$ cat config.mk
export PLATFORM = sky130hd
export DESIGN_NAME = dlatch_bank_arbiter_flat
export DESIGN_NICKNAME = d
export VERILOG_FILES = /design/src/rtl/dlatch_bank_arbiter_if.sv /design/src/rtl/dlatch_bank_arbiter.sv /design/src/flat_wrapper.sv
export SDC_FILE = /design/constraint.sdc
export NUM_CORES = 1
export LEC_CHECK = 0
export CAP_MARGIN = 0
export CORE_MARGIN = 3
export CORE_UTILIZATION = 38
export CTS_CLUSTER_DIAMETER = 80
export DETAILED_ROUTE_END_ITERATION = 7
export PLACE_DENSITY = 0.71
export SLEW_MARGIN = 10
export SYNTH_ARGS = -nofsm -noshare
export SYNTH_HDL_FRONTEND = slang
export SYNTH_SLANG_ARGS = --single-unit
$ cat constraint.sdc
create_clock -name clk -period 2.9 [get_ports clk]
set_input_delay 0.29 -clock clk [delete_from_list [all_inputs] [get_ports clk]]
set_output_delay 0.29 -clock clk [all_outputs]
set_load 0.01 [all_outputs]
$ cat src/rtl/dlatch_bank_arbiter_if.sv
// Requester, bank and status signals between the arbiter (slave) and its environment (master).
interface dlatch_bank_arbiter_if #(
  parameter int N = 4,
  parameter int W = 8
);
  logic [N-1:0]   req;
  logic [N*W-1:0] req_data;
  logic [N-1:0]   gnt;
  logic [N-1:0]   ack;
  logic [W-1:0]   latch_Q;
  logic           latch_En;
  logic [W-1:0]   latch_D;
  logic           busy;
  logic           err;

  modport master (
    output req, req_data, latch_Q,
    input  gnt, ack, latch_En, latch_D, busy, err
  );

  modport slave (
    input  req, req_data, latch_Q,
    output gnt, ack, latch_En, latch_D, busy, err
  );
endinterface

$ cat src/rtl/dlatch_bank_arbiter.sv
// Round-robin writer for a shared dlatch bank: setup -> enable -> hold -> ack, grant-to-ack 2+EN_CYCLES cycles.
// Requesters hold req until ack; req is only sampled in IDLE, so a busy bank simply defers everyone.
module dlatch_bank_arbiter #(
  parameter int N         = 4,
  parameter int W         = 8,
  parameter int EN_CYCLES = 2
) (
  input  logic                  clk,
  input  logic                  rst_n,
  dlatch_bank_arbiter_if.slave  bus
);
  localparam int IW = (N > 1) ? $clog2(N) : 1;
  localparam int CW = (EN_CYCLES > 1) ? $clog2(EN_CYCLES + 1) : 1;
  localparam logic [CW-1:0] CNT_LAST = CW'(EN_CYCLES - 1);
  localparam logic [N-1:0]  ONE_HOT0 = N'(1);

  typedef enum logic [2:0] {
    S_IDLE,
    S_SETUP,
    S_ENABLE,
    S_HOLD,
    S_ACK
  } state_t;

  state_t          state_q, state_d;
  logic [CW-1:0]   cnt_q, cnt_d;
  logic [IW-1:0]   winner_q, winner_d;
  logic [IW-1:0]   rr_ptr_q, rr_ptr_d;
  logic [N-1:0]    gnt_q, gnt_d;
  logic [N-1:0]    ack_q, ack_d;
  logic            latch_en_q, latch_en_d;
  logic [W-1:0]    latch_d_q, latch_d_d;
  logic            busy_q, busy_d;
  logic            err_q, err_d;

  logic [IW-1:0]   pick;
  logic            found;

  // First requester at or after rr_ptr, wrapping mod N.
  always_comb begin
    pick  = rr_ptr_q;
    found = 1'b0;
    for (int k = 0; k < N; k++) begin
      if (!found && bus.req[(int'(rr_ptr_q) + k) % N]) begin
        found = 1'b1;
        pick  = IW'((int'(rr_ptr_q) + k) % N);
      end
    end
  end

  always_comb begin
    state_d    = state_q;
    cnt_d      = cnt_q;
    winner_d   = winner_q;
    rr_ptr_d   = rr_ptr_q;
    gnt_d      = gnt_q;
    ack_d      = '0;
    latch_en_d = latch_en_q;
    latch_d_d  = latch_d_q;
    busy_d     = busy_q;
    err_d      = err_q;

    case (state_q)
      S_IDLE: begin
        if (found) begin
          state_d   = S_SETUP;
          winner_d  = pick;
          gnt_d     = ONE_HOT0 << pick;
          latch_d_d = bus.req_data[int'(pick)*W +: W];
          busy_d    = 1'b1;
        end
      end
      S_SETUP: begin
        state_d    = S_ENABLE;
        latch_en_d = 1'b1;
        cnt_d      = '0;
      end
      S_ENABLE: begin
        if (cnt_q == CNT_LAST) begin
          state_d    = S_HOLD;
          latch_en_d = 1'b0;
        end else begin
          cnt_d = cnt_q + 1'b1;
        end
      end
      S_HOLD: begin
        if (bus.latch_Q != latch_d_q) begin
          err_d = 1'b1;
        end
        state_d = S_ACK;
        ack_d   = gnt_q;
      end
      S_ACK: begin
        state_d  = S_IDLE;
        gnt_d    = '0;
        busy_d   = 1'b0;
        rr_ptr_d = (winner_q == IW'(N - 1)) ? '0 : winner_q + 1'b1;
      end
      default: begin
        state_d = S_IDLE;
      end
    endcase
  end

  // Reset lands on an edge, so a write in flight drops En immediately and never acks.
  always_ff @(posedge clk) begin
    if (!rst_n) begin
      state_q    <= S_IDLE;
      cnt_q      <= '0;
      winner_q   <= '0;
      rr_ptr_q   <= '0;
      gnt_q      <= '0;
      ack_q      <= '0;
      latch_en_q <= 1'b0;
      latch_d_q  <= '0;
      busy_q     <= 1'b0;
      err_q      <= 1'b0;
    end else begin
      state_q    <= state_d;
      cnt_q      <= cnt_d;
      winner_q   <= winner_d;
      rr_ptr_q   <= rr_ptr_d;
      gnt_q      <= gnt_d;
      ack_q      <= ack_d;
      latch_en_q <= latch_en_d;
      latch_d_q  <= latch_d_d;
      busy_q     <= busy_d;
      err_q      <= err_d;
    end
  end

  assign bus.gnt      = gnt_q;
  assign bus.ack      = ack_q;
  assign bus.latch_En = latch_en_q;
  assign bus.latch_D  = latch_d_q;
  assign bus.busy     = busy_q;
  assign bus.err      = err_q;
endmodule

$ cat src/flat_wrapper.sv
// flat-port wrapper written by rule: the top's interface ports become plain ports
module dlatch_bank_arbiter_flat 
#(
  parameter int N         = 4,
  parameter int W         = 8,
  parameter int EN_CYCLES = 2
)
  (clk, rst_n, bus_req, bus_req_data, bus_latch_Q, bus_gnt, bus_ack, bus_latch_En, bus_latch_D, bus_busy, bus_err);
  dlatch_bank_arbiter_if #(.N(N), .W(W)) bus_i ();
  input  logic clk;
  input  logic rst_n;
  input wire logic [$bits(bus_i.req)-1:0] bus_req;
  input wire logic [$bits(bus_i.req_data)-1:0] bus_req_data;
  input wire logic [$bits(bus_i.latch_Q)-1:0] bus_latch_Q;
  output wire logic [$bits(bus_i.gnt)-1:0] bus_gnt;
  output wire logic [$bits(bus_i.ack)-1:0] bus_ack;
  output wire logic [$bits(bus_i.latch_En)-1:0] bus_latch_En;
  output wire logic [$bits(bus_i.latch_D)-1:0] bus_latch_D;
  output wire logic [$bits(bus_i.busy)-1:0] bus_busy;
  output wire logic [$bits(bus_i.err)-1:0] bus_err;
  assign bus_i.req = bus_req;
  assign bus_i.req_data = bus_req_data;
  assign bus_i.latch_Q = bus_latch_Q;
  assign bus_gnt = bus_i.gnt;
  assign bus_ack = bus_i.ack;
  assign bus_latch_En = bus_i.latch_En;
  assign bus_latch_D = bus_i.latch_D;
  assign bus_busy = bus_i.busy;
  assign bus_err = bus_i.err;
  dlatch_bank_arbiter #(.N(N), .W(W), .EN_CYCLES(EN_CYCLES)) u_core (.clk(clk), .rst_n(rst_n), .bus(bus_i));
endmodule
==> results list, run 1 <==
- The run finished with clean final reports.
- A synthesized cell averages 8.60 µm².
- TritonCTS built the clock tree.
* Peak Freq: roughly 520 MHz
* Final Hold Vio Count: 0
- The layout has 391 filler cells.
* Core area: between 0.004 and 0.005 mm²
- Relative to the synthesized area, the layout overhead comes to 41.1%.
* Post-CTS setup repair buffer count: 0
- Number of nets in the synthesized netlist: around 250
* Number of DRC markers in iteration 0: about 140
* Tightest Pin Transition: about 0.7 ns
- After detailed placement, the total cell area comes to 0.00233 mm².
- FF+latch count, synth: 28
- The setup path with the least slack is of type input port to flop.
* Main area contributors after synthesis: sky130_fd_sc_hd__dfxtp_1 (33%), sky130_fd_sc_hd__nand2_1 (4.7%), sky130_fd_sc_hd__xnor2_1 (4.7%)
- Period Utilization, post-route: 0.665
- The max-slew violation count was 0.
- Of the total power, the share spent switching nets is 0.335.
- Fraction of synthesized cell area taken by the top area cell type: 0.331
* Simple-Gate Fraction of Synth Area: 0.247
* Die extent in y: 72.8 µm
* Proportion of register bits with asynchronous set or reset after synthesis: 0
- Headroom to the max-slew limit came out at 0.529.
- The detail route stage leaves a number of antenna-violating nets equal to 0.
* RePlAce Congestion: 0.773
- Summed over all layers, the routed wires come to approximately 4.2 mm.
- Area taken by flip-flops and latches: 561 µm²
- The worst hold path passes through 2 cells.
- At the later pin of the worst-skew pair, clock insertion delay measures 0.27 ns.
* Total standard cell area after synthesis: approximately 0.0017 mm²
* Clock Power Share: 0.180
- Dividing the detail-routed via count by the number of cells gives about 5.5.
- STA classifies the critical path endpoint as a flop.
- Yosys cell types: 52
- Setup total negative slack on the finished layout was measured at 0 ns.
- At the worst endpoint, the required time is 3.05 ns.
- 65 I/O pins were placed.
- Die Width: 72.8 µm
- Measured on the finished design, the core utilization comes to 0.577.
* Number of maximum-capacitance constraint violations: 0
- 0 antenna diodes ended up in the layout.
* Power share of the sequential group: 0.412
- The die covers 0.00530 mm².
* Total number of placement rows: 23
- Cell-internal power: 872 µW
- Setup violations remaining at the end of the flow were counted as 0.
* Gr usage total: 0.164
- In this run the static leakage power is 0.842 nW.
- Combinational Power Share: 0.408
- For this run, the post-layout net count is slightly above 300.
- Critical Path AT: 2.07 ns
* Final Non-Filler Cells: 305
- By area, the combinational part of the netlist is dominated by compound AO/OA/AOI/OAI gates.
* Biggest area consumer among synthesized cells: sky130_fd_sc_hd__dfxtp_1
* Detailed-route wire length per cell: 13.9 µm
- Vias in the first global route: 1542
* First-pass GRT wire length: between 6 and 7 mm
* CTS max path bufs: 2
- Type of the worst min-delay path: flop to flop
- Counting flops with a built-in enable in the synthesized netlist gives 0.
* Reg2reg setup slack: between 0.9 and 1 ns
* Reg2reg start: u_core.rr_ptr_q[0]$_SDFFE_PN0P_
- Fraction of final layout cells with drive strength greater than 1: 0.0627
* Layout Cell Area excl Fill: between 0.002 and 0.0025 mm²
- Clock tree synthesis selected as its root buffer the cell sky130_fd_sc_hd__clkbuf_8.
- Startpoint of the tightest hold check path: u_core.bus.err$_SDFFE_PN0P_
- Depth of the worst register-to-register path: 5
* Synth Flop Type: sky130_fd_sc_hd__dfxtp_1
- Summed over all nets, the switching power comes to ~440 µW.
- Total design power: 1.31 mW
- For this configuration, the core starts out at a cell density of 0.409.
* Share of synthesized area occupied by flip-flops and latches: 0.331
* Max IR drop VDD: 0.000280 V
- The first detailed-routing pass took 4 iterations.
* End point of the most critical hold path: u_core.bus.err$_SDFFE_PN0P_
- CP startpoint kind: input port
- RR Endpoint: u_core.bus.latch_D[7]$_SDFFE_PN0P_
- Antenna violations before repair: 0
- Counting the buffers created by CTS gives 3.
* Final HPWL DP: ~3.3 mm
* Post-cts sizing count: 0
- Setup repair after global routing left no endpoint under its margin.
- The total overflow left after global routing is 0.
* XOR/XNOR share of the synthesized area: 0.0465
- Of the total synthesized cell area, the portion taken by full adders, half adders and majority gates is 0.0148.
- Of all nets on the critical path, the largest fanout is 8.
- Clock skew on the completed layout was measured at 0.00322 ns.
- Clock slew at reported path FFs: 0.09 ns
- H-tree levels: 1
* Vias: approximately 1700
* Ratio of total power to cell area: roughly 550 mW/mm²
- Compound-gate portion of the synthesized area: 0.283
* Number of buffers inserted by port buffering: 64
- The clock net in this run drives a total of 28 sinks.
- Measured against the total synthesized area, the mux share comes to 0.0236.
- Placed cell count: between 300 and 400
- In this run, post-CTS hold repair placed 0 buffers.
- Mapped Cells: 197
- Pin count of the biggest net entering global routing: 17
- The worst path in the final design needs a cycle of ~1.9 ns, including I/O delays and setup.
- For this run, design rule violations remaining after detail routing come to 0.
- Footprint of the multi-input gates: 0.00104 mm²
* Synth Warn #: 0
==> per-layer routing <==
layer,global-route usage,routed length [µm],vias up,part of all wire
li1,-,-,847,-
met1,0.221,2020,755,0.48
met2,0.248,1870,63,0.44
met3,0.0455,247,8,0.058
met4,0.0635,106,0,0.025
met5,0,0,-,0
==> synth_stat cells (2+ instances only) <==
| cell | count |
|---|---|
| sky130_fd_sc_hd__dfxtp_1 | 28 |
| sky130_fd_sc_hd__nand2_1 | 21 |
| sky130_fd_sc_hd__o21ai_0 | 14 |
| sky130_fd_sc_hd__a31oi_1 | 12 |
| sky130_fd_sc_hd__xnor2_1 | 9 |
| sky130_fd_sc_hd__a21oi_1 | 8 |
| sky130_fd_sc_hd__nand3_1 | 8 |
| sky130_fd_sc_hd__and4_1 | 6 |
| sky130_fd_sc_hd__o21ai_1 | 6 |
| sky130_fd_sc_hd__o31a_1 | 6 |
| sky130_fd_sc_hd__a21boi_1 | 5 |
| sky130_fd_sc_hd__nor2_1 | 5 |
| sky130_fd_sc_hd__nor2b_1 | 5 |
| sky130_fd_sc_hd__and2_1 | 4 |
| sky130_fd_sc_hd__clkbuf_1 | 4 |
| sky130_fd_sc_hd__inv_1 | 4 |
| sky130_fd_sc_hd__mux2i_1 | 4 |
| sky130_fd_sc_hd__buf_6 | 3 |
| sky130_fd_sc_hd__nand3b_1 | 3 |
| sky130_fd_sc_hd__buf_2 | 2 |
| sky130_fd_sc_hd__buf_4 | 2 |
| sky130_fd_sc_hd__ha_1 | 2 |
| sky130_fd_sc_hd__nand4_1 | 2 |
| sky130_fd_sc_hd__nor3b_1 | 2 |
| sky130_fd_sc_hd__nor4_1 | 2 |
| sky130_fd_sc_hd__o221ai_1 | 2 |
| sky130_fd_sc_hd__or2b_1 | 2 |
| sky130_fd_sc_hd__or3_1 | 2 |
==> power by group through the flow <==
stage	registers (mW)	clock network (mW)	logic [mW]
after floorplan	0.534	0	0.332
after detailed placement	0.547	0	0.538
after global routing	0.554	0.263	0.588
after CTS	0.539	0.244	0.541
final	0.540	0.236	0.535
after global placement	0.549	0	0.530
==> cell families (layout without fill, tap and decap cells) <==
| logic type | count (synthesis) | count (layout) |
|---|---|---|
| mux | 4 | 4 |
| xor+xnor | 9 | 9 |
| simple gates | 70 | 70 |
| flops | 28 | 28 |
| compound gates | 68 | 68 |
| buf+inv | 16 | 74 |
| fa+ha+maj | 2 | 2 |
==> cell type report <==
cell class | count | area share
multi-input combinational | 153 | 0.436
timing repair buffer | 66 | 0.274
sequential | 28 | 0.235
tap | 50 | 0.0262
clock buffer | 4 | 0.0230
inverter | 4 | 0.00628
==> critical path, stage by stage <==
cell	delay (ns)
sky130_fd_sc_hd__clkdlybuf4s50_1	0.66
sky130_fd_sc_hd__or2b_1	0.21
sky130_fd_sc_hd__a21oi_4	0.10
sky130_fd_sc_hd__nor3_4	0.39
sky130_fd_sc_hd__mux2i_1	0.26
sky130_fd_sc_hd__o221ai_1	0.15
==> worst max path at each step <==
stage                                                     to                             from  slack, ns  cells past startpoint
after floorplan           u_core.bus.latch_D[7]$_SDFFE_PN0P_  u_core.rr_ptr_q[0]$_SDFFE_PN0P_       1.45                      6
after global placement    u_core.bus.latch_D[7]$_SDFFE_PN0P_                       bus_req[3]       0.70                      6
after detailed placement  u_core.bus.latch_D[7]$_SDFFE_PN0P_                       bus_req[1]       0.66                      6
after CTS                 u_core.bus.latch_D[7]$_SDFFE_PN0P_                       bus_req[1]       0.95                      6
after global routing      u_core.bus.latch_D[4]$_SDFFE_PN0P_  u_core.rr_ptr_q[0]$_SDFFE_PN0P_       0.79                      5
final                     u_core.bus.latch_D[7]$_SDFFE_PN0P_                       bus_req[1]       0.97                      6
==> metrics by stage <==
step / hold WS [ns] / setup slack, ns
final: 0.444 / 0.973
after global routing: 0.488 / 0.788
after CTS: 0.451 / 0.948
after detailed placement: 0.437 / 0.662
after global placement: 0.435 / 0.698
after floorplan: 0.439 / 1.45
==> state kept, by name, indices dropped and copies added, names as in the netlist <==
| signal | flops |
|---|---|
| u_core.state_q | 3 |
| u_core.bus.err | 1 |
| u_core.bus.gnt | 4 |
| u_core.bus.busy | 1 |
| u_core.bus.latch_En | 1 |
| u_core.bus.latch_D | 8 |
| u_core.cnt_q | 2 |
| u_core.bus.ack | 4 |
| u_core.rr_ptr_q | 2 |
| u_core.winner_q | 2 |
==> cells in the final DEF, fill, tap and decap left out, types with 6 or more instances in the layout <==
cell type and n:
sky130_fd_sc_hd__o21ai_1 6, sky130_fd_sc_hd__o21ai_0 14, sky130_fd_sc_hd__o31a_1 6, sky130_fd_sc_hd__nand3_1 8
sky130_fd_sc_hd__a31oi_1 12, sky130_fd_sc_hd__dfxtp_1 28, sky130_fd_sc_hd__nand2_1 21, sky130_fd_sc_hd__a21oi_1 8
sky130_fd_sc_hd__clkdlybuf4s50_1 64, sky130_fd_sc_hd__xnor2_1 9, sky130_fd_sc_hd__and4_1 6
No activity file was read; power rests on OpenSTA's default activity.
==> run 2, diff against run 1 <==
clock period = 1.89 ns   (was 2.9 ns; I/O delays follow)
==> run 2 against run 1 <==
Worst setup slack lost 0.80 ns. Sequential cell count is the same. Combinational power grew 72%. Largest power group is now combinational cells. Via count grew 5.3%. Sequential power grew 51%. Die area is the same. Clock power grew 100%.
==> results list, run 2 (synthesized netlist as in run 1, its figures left out) <==
- The worst IR drop on VDD was 0.000493 V (was 0.000280 V).
- The number of global-route vias before repair was 1772 (was 1542).
* Setup repair after global routing missed its margin: false (unchanged)
- Worst-skew pair later-pin latency: 0.28 ns (was 0.27 ns)
- Number of antenna repair diodes: 0 (unchanged)
- The routability-driven placement congestion ratio came to 0.826 (was 0.773).
* Kind of cell adding the most delay to the critical path: simple AND/OR/NAND/NOR gates (was buffers and inverters)
- Period Utilization, post-route: 0.911
* Critical path depth in cells: 5 (was 6)
- The fraction of final layout cells with drive strength greater than 1 came to 0.135 (was 0.0627).
- The via count normalized by instance count came to 5.42 (was 5.49).
* Final HPWL DP: 3.75 mm (was 3.34 mm)
- Critical Path AT: 1.88 ns (was 2.07 ns)
- The slowest cell on the critical path was sky130_fd_sc_hd__dfxtp_1 (was sky130_fd_sc_hd__clkdlybuf4s50_1).
- Worst Path Required: 2.05 ns (was 3.05 ns)
- The class of the tightest hold or removal check was flop to flop (unchanged).
* Cell breakdown of the critical path: or2b_1 -> a21oi_4 -> nor3_4 -> mux2i_1 -> o221ai_1 (was clkdlybuf4s50_1 -> or2b_1 -> a21oi_4 -> nor3_4 -> mux2i_1 -> o221ai_1)
* Final global-route overflow total: 0 (unchanged)
- Total design power: 2.21 mW (was 1.31 mW)
- The routed design could run at a clock period as short as 1.72 ns.
* Final Hold Vio Count: 0 (unchanged)
- The number of clock sinks came to 28 (unchanged).
- The initial antenna violation count is 0 (unchanged).
- Slowest cell delay on critical path: 0.53 ns (was 0.66 ns)
- CP max FO: 7 (was 8)
* Final core utilization: 0.620 (was 0.577)
- The detailed-route DRC error count came to 0 (unchanged).
- The number of design-rule violations left by the first detailed-router iteration came to 73 (was 137).
- The critical hold path startpoint was u_core.bus.err$_SDFFE_PN0P_ (unchanged).
- RR Endpoint: u_core.bus.latch_D[7]$_SDFFE_PN0P_ (unchanged)
* Ratio of total power to cell area: 860 mW/mm² (was 549 mW/mm²)
- Root buf cell: sky130_fd_sc_hd__clkbuf_8 (unchanged)
* Vias: 1761 (was 1673)
- Tightest Pin Transition: 0.604 ns (was 0.699 ns)
* # setup viols final: 0 (unchanged)
* Highest-count cells in the layout ignoring fill and taps: sky130_fd_sc_hd__clkdlybuf4s50_1 (64), sky130_fd_sc_hd__dfxtp_1 (27), sky130_fd_sc_hd__nand2_1 (21), sky130_fd_sc_hd__buf_4 (21), sky130_fd_sc_hd__o21ai_0 (14) (was sky130_fd_sc_hd__clkdlybuf4s50_1 (64), sky130_fd_sc_hd__dfxtp_1 (28), sky130_fd_sc_hd__nand2_1 (21))
- The clock tree skew after final layout was 0.00975 ns (was 0.00322 ns).
- The clock tree buffer depth is 2 (unchanged).
- Effective utilization at floorplan: 0.409 (unchanged)
- # fillers: 366 (was 391)
* Number of buffers inserted by port buffering: 64 (unchanged)
* Outcome: finished, final reports clean (unchanged)
* Detailed-router iteration count before antenna repair: 4 (unchanged)
- Die Width: 72.8 µm (unchanged)
- Routed Antenna Nets: 0 (unchanged)
- The total global-route track usage was 0.188 (was 0.164).
- End point of the most critical hold path: u_core.bus.err$_SDFFE_PN0P_ (unchanged)
* Leading cell type in the layout, fill and taps excluded: sky130_fd_sc_hd__clkdlybuf4s50_1 (unchanged)
- Peak Freq: 581 MHz
* Number of maximum-capacitance constraint violations: 0 (unchanged)
* Number of flip-flops in the largest register: 8 (unchanged)
- Detailed-route wire length per cell: 14.5 µm (was 13.9 µm)
* Pins over their slew limit: 0 (unchanged)
- First-pass GRT wire length: 7.85 mm (was 6.86 mm)
- CP Class: flop to flop (was input port to flop)
- The worst reg2reg path startpoint was u_core.rr_ptr_q[0]$_SDFFE_PN0P_ (unchanged).
- The number of nets in the finished design is 324 (was 304).
* CTS tree: done (unchanged)
* Number of top-level pins: 65 (unchanged)
- The capturing element type of the critical path was a flop (unchanged).
- Count of cells along the worst hold path: 2 (unchanged)
- CP startpoint kind: flop (was input port)
* Die extent in y: 72.8 µm (unchanged)
- Leak: 0.953 nW (was 0.842 nW)
- Full die area: 0.00530 mm² (unchanged)
- The depth of the worst register-to-register path came to 5 (unchanged).
- The TritonCTS buffer count was 3 (unchanged).
- The layout overhead on the synthesized area was 51.7% (was 41.1%).
* Pin count of the biggest net entering global routing: 17 (unchanged)
- The max-slew headroom at the worst pin came to 0.594 (was 0.529).
- The clock edge transition at the registers on the reported setup and hold paths came to 0.10 ns (was 0.09 ns).
* H-tree levels: 1 (unchanged)
- The number of buffers and inverters on the critical path was 0 (was 1).
- Total number of placement rows: 23 (unchanged)
- Reg2reg setup slack: 0.17 ns (was 0.99 ns)
- Core area: 0.00414 mm² (unchanged)
- The wire length after detailed routing is 4.72 mm (was 4.24 mm).
==> run 2: per-layer routing <==
layer  GRT usage  up-vias  wire length [µm]
li1            -      891                 -
met1       0.234      815              2100
met2       0.321       51              2310
met3      0.0537        4               268
met4      0.0410        0                44
met5           0        -                 0
==> run 2: worst max path at each step <==
stage	startpoint	to	slack [ns]
after floorplan	u_core.rr_ptr_q[0]$_SDFFE_PN0P_	u_core.bus.latch_D[7]$_SDFFE_PN0P_	0.44
after global placement	bus_req[3]	u_core.bus.gnt[1]$_SDFFE_PN0P_	-0.12
after detailed placement	bus_req[2]	u_core.bus.gnt[1]$_SDFFE_PN0P_	-0.13
after CTS	u_core.rr_ptr_q[0]$_SDFFE_PN0P_	u_core.bus.latch_D[7]$_SDFFE_PN0P_	0.13
after global routing	u_core.rr_ptr_q[0]$_SDFFE_PN0P_	u_core.bus.latch_D[4]$_SDFFE_PN0P_	0.03
final	u_core.rr_ptr_q[0]$_SDFFE_PN0P_	u_core.bus.latch_D[7]$_SDFFE_PN0P_	0.17
==> run 2: worst register-to-register path, delay by kind of cell (launching register included) <==
| kind | cells | cell delay (ns) |
|---|---|---|
| muxes | 1 | 0.23 |
| AOI/OAI and AO/OA | 2 | 0.22 |
| DFF | 1 | 0.53 |
| and+or+nand+nor | 2 | 0.62 |
==> run 2: final cells by class <==
type | count | area (µm²) | share of cell area
sequential | 28 | 562 | 0.219
clock inverter | 1 | 30.0 | 0.0117
tap | 50 | 62.6 | 0.0243
clock buffer | 3 | 41.3 | 0.0161
timing repair buffer | 86 | 818 | 0.318
inverter | 4 | 15.0 | 0.00584
multi-input combinational | 153 | 1040 | 0.405
==> run 2: report_power, final <==
part	total [mW]	internal [mW]	switching, mW
logic	0.921	0.512	0.409
clock network	0.474	0.284	0.191
registers	0.815	0.699	0.116
total	2.21	1.49	0.716
==> run 2: what timing repair did <==
item	in CTS	in global routing
endpoints found under the setup margin	0	6
setup buffers	0	0
hold buffers	0	0
gates resized for setup	0	1
==> run 2: per-stage QoR <==
step / setup slack, ns / setup TNS, ns / cell area [µm²] / hold WS (ns) / cells
3_3_place_gp: -0.117 / -1.13 / 2500 / 0.435 / 321
6_report: 0.168 / 0 / 2570 / 0.450 / 325
5_1_grt: 0.0250 / 0 / 2570 / 0.472 / 325
4_1_cts: 0.127 / 0 / 2570 / 0.455 / 325
3_5_place_dp: -0.129 / -1.38 / 2500 / 0.440 / 321
2_1_floorplan: 0.436 / 0 / 1690 / 0.341 / 197
